===== src/rtl/core_pkg.sv =====
// Shared encodings for the RV64I multi-cycle sequencer: FSM states, opcode
// classes, next-PC / write-back select codes, ALU op codes and trap causes.
package core_pkg;

  typedef enum logic [2:0] {
    ST_BOOT   = 3'd0,
    ST_FETCH  = 3'd1,
    ST_DECODE = 3'd2,
    ST_EXEC   = 3'd3,
    ST_MEM    = 3'd4,
    ST_WB     = 3'd5,
    ST_HALT   = 3'd6,
    ST_TRAP   = 3'd7
  } state_e;

  localparam logic [6:0] OPC_OP     = 7'b0110011;
  localparam logic [6:0] OPC_OP_IMM = 7'b0010011;
  localparam logic [6:0] OPC_LOAD   = 7'b0000011;
  localparam logic [6:0] OPC_STORE  = 7'b0100011;
  localparam logic [6:0] OPC_BRANCH = 7'b1100011;
  localparam logic [6:0] OPC_JAL    = 7'b1101111;
  localparam logic [6:0] OPC_JALR   = 7'b1100111;
  localparam logic [6:0] OPC_LUI    = 7'b0110111;
  localparam logic [6:0] OPC_AUIPC  = 7'b0010111;
  localparam logic [6:0] OPC_SYSTEM = 7'b1110011;

  localparam logic [1:0] PC_SEL_PC4    = 2'd0;
  localparam logic [1:0] PC_SEL_BRANCH = 2'd1;
  localparam logic [1:0] PC_SEL_JAL    = 2'd2;
  localparam logic [1:0] PC_SEL_JALR   = 2'd3;

  localparam logic [1:0] WB_SEL_ALU = 2'd0;
  localparam logic [1:0] WB_SEL_MEM = 2'd1;
  localparam logic [1:0] WB_SEL_PC4 = 2'd2;
  localparam logic [1:0] WB_SEL_IMM = 2'd3;

  localparam logic [3:0] ALU_ADD = 4'b0000;
  localparam logic [3:0] ALU_SUB = 4'b1000;
  localparam logic [3:0] ALU_SRA = 4'b1101;

  localparam logic [1:0] CAUSE_NONE    = 2'd0;
  localparam logic [1:0] CAUSE_ILLEGAL = 2'd1;
  localparam logic [1:0] CAUSE_IMEM_TO = 2'd2;
  localparam logic [1:0] CAUSE_DMEM_TO = 2'd3;

  typedef struct packed {
    logic       a_sel;
    logic       b_sel;
    logic [3:0] op;
  } alu_ctrl_t;

  // ALU operand/op selection for an opcode class. Only OP, OP-IMM, AUIPC and
  // the address computation of LOAD/STORE use the ALU; everything else gets 0.
  function automatic alu_ctrl_t alu_ctrl(input logic [6:0] opcode,
                                         input logic [2:0] funct3,
                                         input logic       funct7_b5);
    alu_ctrl_t c;
    c = '0;
    case (opcode)
      // funct7[5] picks SUB/SRA variants: {funct7[5], funct3}
      OPC_OP:     c.op = funct7_b5 ? (ALU_SUB | {1'b0, funct3}) : {1'b0, funct3};
      // immediate forms only honour funct7[5] for the shift-right pair
      OPC_OP_IMM: begin
        c.b_sel = 1'b1;
        c.op    = (funct7_b5 && funct3 == 3'b101) ? ALU_SRA : {1'b0, funct3};
      end
      OPC_AUIPC: begin
        c.a_sel = 1'b1;
        c.b_sel = 1'b1;
        c.op    = ALU_ADD;
      end
      OPC_LOAD, OPC_STORE: begin
        c.b_sel = 1'b1;
        c.op    = ALU_ADD;
      end
      default: c = '0;
    endcase
    return c;
  endfunction

endpackage


===== src/rtl/core_ctrl_mem_wait_timer.sv =====
// Wait-cycle counter shared by instruction fetch and data access. Counts the
// cycles a request has been pending; expired_o flags the cycle in which the
// count would reach TIMEOUT_MAX while still waiting.
module core_ctrl_mem_wait_timer #(
  parameter int TIMEOUT_W   = 8,
  parameter int TIMEOUT_MAX = 255
) (
  input  logic clk,
  input  logic rst_n,
  input  logic clr_i,
  input  logic en_i,
  output logic expired_o
);

  localparam logic [TIMEOUT_W-1:0] LAST_WAIT = TIMEOUT_W'(TIMEOUT_MAX - 1);

  logic [TIMEOUT_W-1:0] cnt_q, cnt_d;

  // Next count: cleared whenever not waiting, otherwise one more wait cycle.
  always_comb begin
    cnt_d = cnt_q;
    if (clr_i) begin
      cnt_d = '0;
    end else if (en_i) begin
      cnt_d = cnt_q + 1'b1;
    end
  end

  // Wait-cycle register.
  always_ff @(posedge clk or negedge rst_n) begin
    if (!rst_n) begin
      cnt_q <= '0;
    end else begin
      cnt_q <= cnt_d;
    end
  end

  // The current waiting cycle is the TIMEOUT_MAX-th one.
  assign expired_o = en_i && (cnt_q == LAST_WAIT);

endmodule


===== src/rtl/core_ctrl.sv =====
// Multi-cycle sequencer for the RV64I core:
// BOOT -> FETCH -> DECODE -> EXEC -> [MEM] -> WB -> FETCH, plus terminal
// HALT/TRAP. Strobes and selects are combinational from state and inputs;
// state, wait counter and halt/trap status are registered.
module core_ctrl
  import core_pkg::*;
#(
  parameter int TIMEOUT_W   = 8,
  parameter int TIMEOUT_MAX = 255
) (
  input  logic       clk,
  input  logic       rst_n,
  input  logic [6:0] opcode,
  input  logic [2:0] funct3,
  input  logic [6:0] funct7,
  input  logic       branch_taken,
  input  logic       imem_ready,
  input  logic       dmem_ready,
  output logic       imem_req,
  output logic       ir_we,
  output logic       pc_we,
  output logic [1:0] pc_sel,
  output logic       rf_we,
  output logic [1:0] wb_sel,
  output logic       alu_a_sel,
  output logic       alu_b_sel,
  output logic [3:0] alu_op,
  output logic       dmem_req,
  output logic       dmem_we,
  output logic       retire,
  output logic       halted,
  output logic       trap,
  output logic [1:0] trap_cause
);

  state_e    state_q, state_d;
  logic      halted_q, halted_d;
  logic      trap_q, trap_d;
  logic [1:0] cause_q, cause_d;
  logic      waiting;
  logic      expired;
  alu_ctrl_t alu_sel;
  logic      unused_funct7;

  // Only funct7[5] matters to the sequencer.
  assign unused_funct7 = ^{funct7[6], funct7[4:0]};

  // Decoder fields are stable from DECODE through WB, so the ALU selects can
  // be derived directly from them in every state that needs them.
  assign alu_sel = alu_ctrl(opcode, funct3, funct7[5]);

  // A request is pending without its ready: this is a wait cycle.
  assign waiting = (state_q == ST_FETCH && !imem_ready) ||
                   (state_q == ST_MEM   && !dmem_ready);

  core_ctrl_mem_wait_timer #(
    .TIMEOUT_W  (TIMEOUT_W),
    .TIMEOUT_MAX(TIMEOUT_MAX)
  ) u_wait_timer (
    .clk      (clk),
    .rst_n    (rst_n),
    .clr_i    (!waiting),
    .en_i     (waiting),
    .expired_o(expired)
  );

  // Next-state, status update and all strobes/selects. Ready is tested before
  // the timeout so a handshake in the expiry cycle still completes.
  always_comb begin
    state_d   = state_q;
    halted_d  = halted_q;
    trap_d    = trap_q;
    cause_d   = cause_q;
    imem_req  = 1'b0;
    ir_we     = 1'b0;
    pc_we     = 1'b0;
    pc_sel    = PC_SEL_PC4;
    rf_we     = 1'b0;
    wb_sel    = WB_SEL_ALU;
    alu_a_sel = 1'b0;
    alu_b_sel = 1'b0;
    alu_op    = ALU_ADD;
    dmem_req  = 1'b0;
    dmem_we   = 1'b0;
    retire    = 1'b0;
    case (state_q)
      ST_BOOT: state_d = ST_FETCH;
      ST_FETCH: begin
        imem_req = 1'b1;
        if (imem_ready) begin
          ir_we   = 1'b1;
          state_d = ST_DECODE;
        end else if (expired) begin
          trap_d  = 1'b1;
          cause_d = CAUSE_IMEM_TO;
          state_d = ST_TRAP;
        end
      end
      ST_DECODE: state_d = ST_EXEC;
      ST_EXEC: begin
        alu_a_sel = alu_sel.a_sel;
        alu_b_sel = alu_sel.b_sel;
        alu_op    = alu_sel.op;
        case (opcode)
          OPC_OP, OPC_OP_IMM, OPC_LUI, OPC_AUIPC, OPC_JAL, OPC_JALR:
            state_d = ST_WB;
          OPC_LOAD, OPC_STORE:
            state_d = ST_MEM;
          OPC_BRANCH: begin
            pc_we   = 1'b1;
            pc_sel  = branch_taken ? PC_SEL_BRANCH : PC_SEL_PC4;
            retire  = 1'b1;
            state_d = ST_FETCH;
          end
          OPC_SYSTEM: begin
            halted_d = 1'b1;
            state_d  = ST_HALT;
          end
          default: begin
            trap_d  = 1'b1;
            cause_d = CAUSE_ILLEGAL;
            state_d = ST_TRAP;
          end
        endcase
      end
      ST_MEM: begin
        alu_a_sel = alu_sel.a_sel;
        alu_b_sel = alu_sel.b_sel;
        alu_op    = alu_sel.op;
        dmem_req  = 1'b1;
        dmem_we   = (opcode == OPC_STORE);
        if (dmem_ready) begin
          if (opcode == OPC_STORE) begin
            pc_we   = 1'b1;
            pc_sel  = PC_SEL_PC4;
            retire  = 1'b1;
            state_d = ST_FETCH;
          end else begin
            state_d = ST_WB;
          end
        end else if (expired) begin
          trap_d  = 1'b1;
          cause_d = CAUSE_DMEM_TO;
          state_d = ST_TRAP;
        end
      end
      ST_WB: begin
        alu_a_sel = alu_sel.a_sel;
        alu_b_sel = alu_sel.b_sel;
        alu_op    = alu_sel.op;
        rf_we     = 1'b1;
        pc_we     = 1'b1;
        retire    = 1'b1;
        case (opcode)
          OPC_LOAD: wb_sel = WB_SEL_MEM;
          OPC_LUI:  wb_sel = WB_SEL_IMM;
          OPC_JAL: begin
            wb_sel = WB_SEL_PC4;
            pc_sel = PC_SEL_JAL;
          end
          OPC_JALR: begin
            wb_sel = WB_SEL_PC4;
            pc_sel = PC_SEL_JALR;
          end
          default: wb_sel = WB_SEL_ALU;
        endcase
        state_d = ST_FETCH;
      end
      ST_HALT, ST_TRAP: state_d = state_q;
      default: state_d = ST_BOOT;
    endcase
  end

  // State and sticky status registers; reset aborts any pending request.
  always_ff @(posedge clk or negedge rst_n) begin
    if (!rst_n) begin
      state_q  <= ST_BOOT;
      halted_q <= 1'b0;
      trap_q   <= 1'b0;
      cause_q  <= CAUSE_NONE;
    end else begin
      state_q  <= state_d;
      halted_q <= halted_d;
      trap_q   <= trap_d;
      cause_q  <= cause_d;
    end
  end

  assign halted     = halted_q;
  assign trap       = trap_q;
  assign trap_cause = cause_q;

endmodule


===== config.mk =====
export PLATFORM = sky130hd
export DESIGN_NAME = core_ctrl
export DESIGN_NICKNAME = d
export VERILOG_FILES = /design/src/rtl/core_pkg.sv /design/src/rtl/core_ctrl_mem_wait_timer.sv /design/src/rtl/core_ctrl.sv
export SDC_FILE = /design/constraint.sdc
export NUM_CORES = 1
export LEC_CHECK = 0
export BUFFER_PORTS_ARGS = -buffer_cell sky130_fd_sc_hd__clkbuf_2
export CELL_PAD_IN_SITES_DETAIL_PLACEMENT = 1
export CELL_PAD_IN_SITES_GLOBAL_PLACEMENT = 2
export CORE_MARGIN = 2
export CORE_UTILIZATION = 28
export DETAILED_ROUTE_END_ITERATION = 10
export PLACE_DENSITY_LB_ADDON = 0.05
export SYNTH_ARGS = -nofsm -noshare
export SYNTH_HDL_FRONTEND = slang
export SYNTH_HIERARCHICAL = 1
export SYNTH_SLANG_ARGS = --single-unit

===== constraint.sdc =====
create_clock -name clk -period 4.1 [get_ports clk]
set_clock_uncertainty 0.15 [all_clocks]
set_input_delay 0.615 -clock clk [delete_from_list [all_inputs] [get_ports clk]]
set_output_delay 0.615 -clock clk [all_outputs]
set_load 0.02 [all_outputs]

==> Word level (Yosys, flattened, before mapping) <==
Index checks and enable logic that the tools add are counted.
{ "classes": {"n_eq_ne": 24, "n_reduce_logical": 20, "n_addsub": 1, "n_mux": 42} }
{ "op_table": {"columns": ["cell", "count"], "rows": [
  ["== test 7 bit (second input constant)", 4],
  ["== test 7 x 6 -> 1 bit (second input constant)", 3],
  ["two-way mux 1 bit", 19],
  ["== test 3 bit (second input constant)", 5],
  ["case mux 3 bit (5 select lines)", 1],
  ["== test 7 x 5 -> 1 bit (second input constant)", 2],
  ["two-way mux 2 bit", 6],
  ["two-way mux 3 bit", 4],
  ["two-way mux 4 bit", 3],
  ["case mux 2 bit (3 select lines)", 2],
  ["case mux 3 bit (4 select lines)", 1],
  ["inequality test 2 bit (second input constant)", 5],
  ["OR reduction 10 bit", 1],
  ["adder 8 x 1 -> 8 bit (second input constant)", 1],
  ["== test 8 bit (second input constant)", 1],
  ["two-way mux 8 bit", 1],
  ["case mux 2 bit (2 select lines)", 2],
  ["case mux 4 bit (2 select lines)", 1],
  ["OR reduction 2 bit", 4],
  ["== test 7 x 2 -> 1 bit (second input constant)", 1],
  ["== test 3 x 2 -> 1 bit (second input constant)", 2],
  ["case mux 1 bit (3 select lines)", 2],
  ["AND reduction 6 bit", 1],
  ["OR reduction 6 bit", 1],
  ["other kinds (10)", 14]
]} }
{ "totals": {"reg_bits": 15, "input_bits": 22} }

==> Depth between registers and ports, before layout <==
{ "logic_depth": {"ltp_word": 7, "mapped_depth": 9, "ltp_nobuf": 8} }

==> By module <==
Netlist, hierarchy kept.
{ "by_module_without_submodules": {"columns": ["module", "seq_area_each_um2", "area_each_um2", "cells_per_inst", "n_inst"], "rows": [
  ["core_ctrl", 175.2, 670.6, 90, 1],
  ["core_ctrl_mem_wait_timer", 200.2, 411.6, 41, 1]
]} }

==> Least setup slack after synthesis <==
Ideal clock, no wire load.
{ "synth_path": {"kind": "input port to output port", "startpoint": "input port opcode[4]", "endpoint": "output port alu_a_sel", "t_arrival_ns": 2.101, "path_slack_ns": 1.234, "path_stages": 4, "cell_sequence": "buf_4 -> or4b_4 -> buf_6 -> nor4b_1"} }
{ "synth_between": {"elab_chain_cells": 3} }
{ "synth_rtl": {"columns": ["element", "line", "rtl"], "rows": [
  ["from (decl)", "core_ctrl.sv:13", "input logic [6:0] opcode,"],
  ["== test 7 x 5 -> 1 bit", "core_pkg.sv:59", "case (opcode)"],
  ["two-way mux 1 bit", "core_pkg.sv:59", null],
  ["two-way mux 1 bit", "core_ctrl.sv:86", "case (state_q)"],
  ["to (decl)", "core_ctrl.sv:25", "output logic alu_a_sel,"]
]} }
No other way between the ends.

==> Worst setup path after layout <==
{ "layout_path": {"startpoint": "input port opcode[1]", "endpoint": "output port alu_op[3]"} }
{ "layout_between": {"elab_chain_cells": 3} }
{ "layout_rtl": {"columns": ["element", "line", "rtl"], "rows": [
  ["== test 7 x 5 -> 1 bit / == test 7 x 6 -> 1 bit (equally long branches)", "core_pkg.sv:59", null],
  ["case mux 4 bit (2 select lines) *", "core_pkg.sv:59", null],
  ["two-way mux 4 bit *", "core_ctrl.sv:86", null],
  ["to (decl)", "core_ctrl.sv:27", "output logic [3:0] alu_op,"]
]} }
Every way passes the cells marked *; elsewhere a longest branch is shown, timed or not.

==> reports/qor.txt <==
Layout cell share with drive strength beyond 1 = 28.1%
GRT Residual Overflow = 0
Synth top area cells = dfrtp_1 35%, nor2_1 5.9%, o21ai_0 4.6%, a21oi_1 3.7%, inv_1 3.1%
Clk sinks = 15
Post-layout util = 36.4%
R2R depth = 9
Flops & latches, synth = 15
Diode count = 0
Vias = 1084
Setup TNS Final = 0 ns
Leak Pwr = 0.661 nW
Top-count cell post-synth = nor2_1
Final ANT Viol Nets = 0
Vias in the first global route = 1039
Mean Syn Cell Area = 8.26 um^2
CTS H-tree lvls = 1
Distinct cells, synth = 43
Part of the cycle the worst path needs = 67.0%
Tot Pwr = 0.573 mW
Share of the synthesized area in the top cell type = 34.7%
Routed WL = 2940 um
Die Span Y = 66.2 um
Ys flop type = dfrtp_1
Max Used Layer = met4
Placer Congestion = 0.793
FFs w/ async S/R, synth = 100%
Worst slew margin = 68.7%
Startpoint types = input port
Total of warnings raised by yosys = 6
Min-Delay Path Class = input port to async pin
Req. time, crit path = 3.34 ns
R2R setup slack = 1.43 ns
Post-synth top cells = 17 x nor2_1, 15 x dfrtp_1, 10 x o21ai_0
Max-cap violations = 0
Post-CTS Hold Fix Bufs = 0
Wire length on met2 = 1420 um
Final count of negative-setup-slack endpoints = 0
Reg-to-reg startpoint = state_q[0]
Unrepaired setup endpoints after global routing = no
First-pass iteration count of the detailed router = 4
Largest net degree at the start of global routing = 16
Seq/Total Area, Yosys = 34.7%
Area growth from synthesis to layout = 23.9%
Core Box Area = 3690 um^2
Port bufs = 36
Clk root buf = clkbuf_8
Met3 wire len = 80 um
CTS tree = done
Average wire per standard cell = 13.7 um
Via density = 5.04
DP HPWL = 2300 um
Crit path arrival time = 1.98 ns
# DRC = 0
Gr usage total = 14.3%
Crit end category = output port
CTS clk-pin slew, worst paths = 0.06 ns
Nets = 192
Post-CTS Resized = 0
Largest area contributor in the netlist = dfrtp_1
Outcome = completed
Peak VDD IR = 191 uV
Row count = 22
CTS buffer count = 3
Initial antenna violation count = 0
Hold Fails Final Rpt = 0
WL met1 = 1380 um
Cells after Synth = 131
Final min period = 2.75 ns
Initial drt markers = 64
F_max = 364 MHz
I/O pins = 43
Reg2reg end = state_q[1]
P per Cell Area = 427 nW/um^2
Clock Path Buffers = 2
Setup bufs post-CTS = 0
Worst Tran Pin Value = 0.464 ns
Clock latency on the worst-skew pair = 0.25 ns
Crit Path Category = input port to output port
Post-synth EDFFs = 0
Final Max Tran Viols = 0
First-pass GRT wire length = 4820 um
Starting Density = 29.3%
Syn_nets = 155
Die area = 4380 um^2
Post-synthesis cell area = 1080 um^2
Crit path max fanout = 7
Die Wd = 66.2 um
-- report_power, final --
group	internal (mW)	switching [mW]	leakage, nW
clock network	0.0674	0.0543	0.0255
registers	0.167	0.0319	0.190
logic	0.0966	0.156	0.445
-- critical path, stage by stage --
cell and delay [ns]:
clkbuf_2 0.10, nand2_1 0.07, or4b_4 0.57, nor3_1 0.27, and3_1 0.19, clkbuf_2 0.16
-- flip-flops by register name, indices dropped and copies added (netlist names) --
register	count
state_q	3
trap_cause	2
halted	1
u_wait_timer/cnt_q	8
trap	1
-- through the flow --
| stage | cell area [um^2] | hold slack [ns] | setup slack, ns | std cells |
|---|---|---|---|---|
| floorplan | 1080 | 0.169 | 1.23 | 131 |
| global placement | 1290 | 0.296 | 1.36 | 211 |
| detailed placement | 1290 | 0.309 | 1.33 | 211 |
| CTS | 1340 | 0.140 | 1.33 | 215 |
| global route | 1340 | 0.146 | 1.21 | 215 |
| finish | 1340 | 0.128 | 1.35 | 215 |
-- final cells by class --
cell class                      count  area [um^2]
Fill cell                         475         2350
Multi-Input combinational cell    101          631
Sequential cell                    15          375
Timing Repair Buffer               38          195
Tap cell                           48         60.1
Clock buffer                        3         41.3
Inverter                            9         33.8
Clock inverter                      1         5.00
-- cell usage in the layout (no fill, tap or decap), types with 2 or more instances in the layout --
cell type / netlist / final
a21oi_1: 8 / 8
a31oi_1: 2 / 2
and2_1: 4 / 4
and3_1: 3 / 3
buf_4: 3 / 2
clkbuf_2: 0 / 36
clkbuf_8: 0 / 3
dfrtp_1: 15 / 15
ha_1: 2 / 2
inv_1: 9 / 9
nand2_1: 9 / 9
nand2b_1: 3 / 3
nand3_1: 6 / 6
nand4_1: 3 / 3
nand4bb_1: 2 / 2
nor2_1: 17 / 17
nor3_1: 2 / 2
o21ai_0: 10 / 10
o32ai_1: 2 / 2
or3_1: 4 / 4
xor2_1: 3 / 3
-- how the worst max path moves through the flow --
stage,startpoint,end,slack (ns),cells after the start
floorplan,opcode[4],alu_a_sel,1.23,4
global placement,opcode[0],alu_op[3],1.36,6
detailed placement,opcode[1],alu_op[3],1.33,6
CTS,opcode[1],alu_op[3],1.33,6
global route,opcode[2],pc_sel[0],1.21,6
finish,opcode[1],alu_op[3],1.35,6
-- layer usage --
layer / up-vias / GRT usage [%]
li1: 545 / -
met1: 518 / 18.4
met2: 16 / 23.9
met3: 5 / 1.53
met4: 0 / 6.89
met5: - / 0
-- cells by family after synthesis --
group                    count (synthesis)  share of synthesized area, %
AO/OA/AOI/OAI                           31                          18.0
XOR/XNOR                                 4                          3.24
adder cells (fa/ha/maj)                  2                          2.31
buffers and inverters                   15                          7.05
flip-flops                              15                          34.7
AND/OR/NAND/NOR                         64                          34.7
(Power assumes the default switching activity.)
